==> src/rtl/infer_seq_param.sv <==
// Inference sequencer: loads one image into a pixel buffer, runs two layer engines in turn,
// then takes a sequential argmax over the logits and presents class/score on a result port.
module infer_seq_param #(
    parameter int N_PIX        = 64,
    parameter int PIX_W        = 2,
    parameter int PIX_PER_BEAT = 4,
    parameter int N_CLASS      = 10,
    parameter int LOGIT_W      = 6,
    parameter int CLS_W        = 4,
    parameter int TIMEOUT_CYC  = 8191
) (
    input  logic                          clk,
    input  logic                          rst_n,
    input  logic                          abort,
    input  logic                          in_valid,
    output logic                          in_ready,
    input  logic [PIX_PER_BEAT*PIX_W-1:0] in_data,
    output logic [N_PIX*PIX_W-1:0]        pix_flat,
    output logic                          l1_start,
    input  logic                          l1_done,
    output logic                          l2_start,
    input  logic                          l2_done,
    output logic [CLS_W-1:0]              logit_addr,
    input  logic [LOGIT_W-1:0]            logit_data,
    output logic                          busy,
    output logic                          res_valid,
    input  logic                          res_ready,
    output logic [CLS_W-1:0]              res_class,
    output logic [LOGIT_W-1:0]            res_score,
    output logic                          res_err
);

    localparam int N_BEATS = N_PIX / PIX_PER_BEAT;
    localparam int BEAT_W  = PIX_PER_BEAT * PIX_W;
    localparam int BC_W    = (N_BEATS > 1) ? $clog2(N_BEATS) : 1;
    localparam int WD_W    = $clog2(TIMEOUT_CYC + 1);

    typedef enum logic [2:0] {S_IDLE, S_LOAD, S_L1, S_L2, S_ARGMAX, S_RESULT} state_t;

    state_t                      state, state_nx;
    logic [BC_W-1:0]             beat_cnt;
    logic [WD_W-1:0]             wd_cnt;
    logic [BEAT_W-1:0]           beat_mem [N_BEATS];
    logic signed [LOGIT_W-1:0]   best_score;
    logic [CLS_W-1:0]            best_idx;
    logic signed [LOGIT_W-1:0]   cur_logit;
    logic                        take;
    logic accept, last_beat, l1_seen, l2_seen, wd_expire, am_last;

    // Both ports: a transfer happens on a rising edge where valid and ready are both high;
    // the source holds data stable while valid is high and ready is low.
    assign in_ready  = (state == S_IDLE) || (state == S_LOAD);
    assign busy      = !((state == S_IDLE) || (state == S_RESULT));
    assign res_valid = (state == S_RESULT);

    assign cur_logit = logit_data;
    assign take      = (logit_addr == '0) || (cur_logit > best_score);

    always_comb begin
        state_nx  = state;
        accept    = 1'b0;
        last_beat = 1'b0;
        l1_seen   = 1'b0;
        l2_seen   = 1'b0;
        wd_expire = 1'b0;
        am_last   = 1'b0;
        case (state)
            S_IDLE, S_LOAD: begin
                if (in_valid) begin
                    accept = 1'b1;
                    if (beat_cnt == BC_W'(N_BEATS - 1)) begin
                        last_beat = 1'b1;
                        state_nx  = S_L1;
                    end else begin
                        state_nx  = S_LOAD;
                    end
                end
            end
            S_L1: begin
                if (l1_done && !l1_start) begin
                    l1_seen  = 1'b1;
                    state_nx = S_L2;
                end else if (wd_cnt == WD_W'(TIMEOUT_CYC - 1)) begin
                    wd_expire = 1'b1;
                    state_nx  = S_RESULT;
                end
            end
            S_L2: begin
                if (l2_done && !l2_start) begin
                    l2_seen  = 1'b1;
                    state_nx = S_ARGMAX;
                end else if (wd_cnt == WD_W'(TIMEOUT_CYC - 1)) begin
                    wd_expire = 1'b1;
                    state_nx  = S_RESULT;
                end
            end
            S_ARGMAX: begin
                if (logit_addr == CLS_W'(N_CLASS - 1)) begin
                    am_last  = 1'b1;
                    state_nx = S_RESULT;
                end
            end
            S_RESULT: begin
                if (res_ready) state_nx = S_IDLE;
            end
            default: state_nx = S_IDLE;
        endcase
        if (abort) state_nx = S_IDLE;
    end

    always_ff @(posedge clk) begin
        if (!rst_n) state <= S_IDLE;
        else        state <= state_nx;
    end

    // Pixel storage is deliberately left out of reset; a partial frame is simply overwritten.
    always_ff @(posedge clk) begin
        if (accept && !abort) beat_mem[beat_cnt] <= in_data;
    end

    for (genvar k = 0; k < N_BEATS; k++) begin : g_flat
        assign pix_flat[k*BEAT_W +: BEAT_W] = beat_mem[k];
    end

    always_ff @(posedge clk) begin
        if (!rst_n) begin
            beat_cnt   <= '0;
            wd_cnt     <= '0;
            l1_start   <= 1'b0;
            l2_start   <= 1'b0;
            logit_addr <= '0;
            best_score <= '0;
            best_idx   <= '0;
            res_class  <= '0;
            res_score  <= '0;
            res_err    <= 1'b0;
        end else if (abort) begin
            beat_cnt   <= '0;
            wd_cnt     <= '0;
            l1_start   <= 1'b0;
            l2_start   <= 1'b0;
            logit_addr <= '0;
            res_err    <= 1'b0;
        end else begin
            l1_start <= last_beat;
            l2_start <= l1_seen;
            if (last_beat)   beat_cnt <= '0;
            else if (accept) beat_cnt <= beat_cnt + BC_W'(1);
            if (last_beat || l1_seen)                wd_cnt <= '0;
            else if (state == S_L1 || state == S_L2) wd_cnt <= wd_cnt + WD_W'(1);
            if (l2_seen) begin
                logit_addr <= '0;
            end else if (state == S_ARGMAX) begin
                if (take) begin
                    best_score <= cur_logit;
                    best_idx   <= logit_addr;
                end
                logit_addr <= am_last ? '0 : logit_addr + CLS_W'(1);
            end
            // The last logit is folded in combinationally so RESULT follows immediately.
            if (am_last) begin
                res_class <= take ? logit_addr : best_idx;
                res_score <= take ? cur_logit : best_score;
                res_err   <= 1'b0;
            end else if (wd_expire) begin
                res_class <= '0;
                res_score <= '0;
                res_err   <= 1'b1;
            end else if (state == S_RESULT && res_ready) begin
                res_err   <= 1'b0;
            end
        end
    end

endmodule

==> config.mk <==
export PLATFORM = sky130hd
export DESIGN_NAME = infer_seq_param
export DESIGN_NICKNAME = d
export VERILOG_FILES = /design/src/rtl/infer_seq_param.sv
export SDC_FILE = /design/constraint.sdc
export NUM_CORES = 1
export LEC_CHECK = 0
export ABC_AREA = 1
export CAP_MARGIN = 10
export CORE_ASPECT_RATIO = 0.6
export CORE_UTILIZATION = 50
export DETAILED_ROUTE_END_ITERATION = 16
export HOLD_SLACK_MARGIN = 0.02
export PLACE_DENSITY = 0.83
export SLEW_MARGIN = 15
export SYNTH_ARGS = -nofsm -noshare
export SYNTH_HDL_FRONTEND = slang
export SYNTH_SLANG_ARGS = --single-unit
==> constraint.sdc <==
create_clock -name clk -period 4 [get_ports clk]
set_input_delay 0.8 -clock clk [delete_from_list [all_inputs] [get_ports clk]]
set_output_delay 0.8 -clock clk [all_outputs]
set_load 0.01 [all_outputs]
==> flow_metrics.env <==
export IMPL_cp_slowest_stage_delay_ps=440
export IMPL_cts_buffers_inserted=17
export IMPL_tritoncts="built"
export IMPL_placement_setup_worst_slack_ps=820
export IMPL_cpMostUsedCell="nand2_1"
export IMPL_netlist_area_leader_share=0.584
export IMPL_io_pin_count=169
export IMPL_status="completed"
export IMPL_synth_fa_ha_area_frac=0.0285
export IMPL_dpl_hpwl_mm=10.8
export IMPL_root_buffer_selected_by_cts="clkbuf_16"
export IMPL_max_slew_worst_pin_slew_ps=826
export IMPL_drt_antenna_violating_nets=0
export IMPL_reg2reg_slack_ps=1620
export IMPL_drc_errors=0
export IMPL_worst_endpoint_arrival_ps=3110
export IMPL_ctsResizeCount=0
export IMPL_final_core_utilization=0.705
export IMPL_synth_mux_area_fraction=0
export IMPL_critPathSlowestCell="clkdlybuf4s50_1"
export IMPL_final_critical_path_setup_slack_ps=1210
export IMPL_path_max_fanout=11
export IMPL_path_clk_slew_ps=70
export IMPL_initial_utilization=0.512
export IMPL_floorplan_die_width_microns=150
export IMPL_min_delay_worst_endpoint="res_score[0]"
export IMPL_crit_chain="clkdlybuf4s50_1 -> ha_1 -> nand2_1 -> nor2_1 -> nand2_1 -> nand4_1 -> nand3_1 -> nand2_1 -> nand2_1 -> nand2_1 -> nand2_1 -> nand2_1 -> inv_1"
export IMPL_drv_slew=0
export IMPL_synthesis_nets=563
export IMPL_synthesis_area_per_instance_sq_um=12.5
export IMPL_first_iter_violations=315
export IMPL_post_route_min_period_ps=2790
export IMPL_timing_rr_start="state[2]"
export IMPL_insertion_delay_ps=420
export IMPL_hold_path_startpoint="res_score[0]"
export IMPL_grt_start_max_net_pins=20
export IMPL_hold_violations=0
export IMPL_die_area_sq_mm=0.0136
export IMPL_detail_route_first_pass_iterations=5
export IMPL_hold_buffers=0
export IMPL_io_buffers=168
export IMPL_cts_sinks=175
export IMPL_maxCapViolations=0
export IMPL_routed_wl_mm=15.5
export IMPL_syn_cell_area_sq_mm=0.00658
export IMPL_globalRoute_totalOverflow=0
export IMPL_worst_slew_margin_rel=0.447
export IMPL_die_h_microns=90.9
export IMPL_class_of_the_most_critical_setup_path="in -> reg"
export IMPL_drive_above_1_share=0.102
export IMPL_finalCritPeriodShare=0.697
export IMPL_vdd_ir_drop_max_mv=0.347
export IMPL_area_growth_pct=37.7
export IMPL_dominant_combinational_cell_family_by_area_after_synthesis="simple AND/OR/NAND/NOR gates"
export IMPL_r2r_end="beat_mem[4][6]"
export IMPL_synth_area_top_cells="edfxtp_1 (58%), dfxtp_1 (14%), nand2_1 (5.1%), inv_1 (3.5%), ha_1 (2.9%)"
export IMPL_netlist_instances=527
export IMPL_synth_top_cell_by_area="edfxtp_1"
export IMPL_core_area_sq_mm=0.0129
export IMPL_synthXorXnorAreaFrac=0.00665
export IMPL_worst_r2r_path_depth=7
export IMPL_vias_in_the_first_global_route=4355
export IMPL_antenna_found_initial=0
export IMPL_hold_path_depth=2
export IMPL_fraction_of_the_mapped_netlist_area_in_compound_gates=0.0479
export IMPL_critical_path_endpoint_type="flip-flop"
export IMPL_row_count=32
export IMPL_finalWeightedCongestion=0.850
export IMPL_layout_cells_most_common_list="clkdlybuf4s50_1 (168), edfxtp_1 (128), nand2_1 (90)"
export IMPL_timing_setup_tns_ps=0
export IMPL_rsz_0062_raised_after_global_routing="false"
export IMPL_synth_simple_area_share=0.145
export IMPL_yosys_warnings=0
export IMPL_yosys_cell_types_count=37
export IMPL_viasPerCell=5.12
export IMPL_insertedDiodeCount=0
export IMPL_mostFrequentLayoutCell="clkdlybuf4s50_1"
export IMPL_critical_path_required_ps=4320
export IMPL_achievable_frequency_mhz=359
export IMPL_grt_pass1_wl_mm=23.8
export IMPL_static_leakage_power_nw=3.25
export IMPL_wl_per_cell_microns=17.3
export IMPL_hp_class="reg -> reg"
export IMPL_fin_skew_ps=15.4
export IMPL_cts_max_level=4
export IMPL_final_net_count=751
export IMPL_p_per_area_mw_per_mm2=401
export IMPL_synth_yosys_seq_area_share=0.727
export IMPL_largest_buffer_count_on_any_clock_path=2
export IMPL_cts_setup_buffers=0
export IMPL_postSynthRegisterBits=175
export IMPL_total_global_routing_track_utilization=0.240
export IMPL_worstSetupStartpointType="input pin"
export IMPL_num_vias=4589
export IMPL_timing_final_setup_violations=0
-- flip-flops by register name (all words and copies together), names as in the netlist, 4 cells and up --
| signal | cells |
|---|---|
| wd_cnt | 13 |
| beat_cnt | 4 |
| best_score | 6 |
| logit_addr | 4 |
| beat_mem | 128 |
| best_idx | 4 |
| res_class | 4 |
| res_score | 6 |
-- worst max-delay path: cells and delay by family --
kind          cells  cell delay, ps
simple gates     10            1460
buf+inv           2             480
fa+ha+maj         1             360
-- metal layers --
| layer | vias up | GRT usage | share of wire |
|---|---|---|---|
| li1 | 2161 | - | - |
| met1 | 2242 | 0.319 | 0.45 |
| met2 | 174 | 0.381 | 0.48 |
| met3 | 12 | 0.0626 | 0.060 |
| met4 | 0 | 0.0842 | 0.012 |
| met5 | - | 0 | 0 |
-- cells by family after synthesis --
logic type               Yosys count
buffers and inverters             77
AO/OA/AOI/OAI                     54
XOR/XNOR                           5
flip-flops                       175
AND/OR/NAND/NOR                  201
adder cells (fa/ha/maj)           15
-- synth_stat cells, drive strengths merged --
library cell	instances
edfxtp	128
nand2	93
inv	72
nor2	51
dfxtp	47
a21oi	36
nand3	34
nor3	16
ha	15
o21ai	11
nand4	5
o21bai	3
xor2	3
buf	2
clkbuf	2
or2	2
xnor2	2
a21boi	1
a31oi	1
clkinv	1
o21a	1
o21ba	1
-- final cells by class --
class / instances / area [sq um]
timing repair buffer: 173 / 1720
clock inverter: 14 / 143
multi-input combinational: 275 / 1500
tap: 170 / 213
inverter: 73 / 278
clock buffer: 17 / 425
fill: 871 / 3790
sequential: 175 / 4780
-- worst max-delay path by stage --
stage          slack (ps)  cells past startpoint     startpoint        endpoint
3_5_place_dp          820                     13  logit_data[5]     best_idx[1]
5_1_grt               980                     13  logit_data[5]     best_idx[0]
6_report             1210                     13  logit_data[5]     best_idx[1]
3_3_place_gp          980                      7       in_valid  beat_mem[7][2]
2_1_floorplan        1610                      6       in_valid  beat_mem[2][0]
4_1_cts              1250                     13  logit_data[5]     best_idx[1]
-- where the power goes --
group	total [W]	switching, W	internal [W]
logic	0.000109	0.0000698	0.0000387
registers	0.00195	0.00000252	0.00195
clock network	0.00158	0.000751	0.000825
total	0.00364	0.000823	0.00281
-- metrics by stage --
stage | hold slack (ps) | instance area (sq um) | total power, W | instances
floorplan | 449 | 6580 | 0.00204 | 527
global placement | 457 | 8490 | 0.00210 | 866
detailed placement | 459 | 8490 | 0.00210 | 866
CTS | 469 | 9060 | 0.00366 | 897
global route | 489 | 9060 | 0.00374 | 897
finish | 469 | 9060 | 0.00364 | 897
Power figures use the tool's default switching activity.
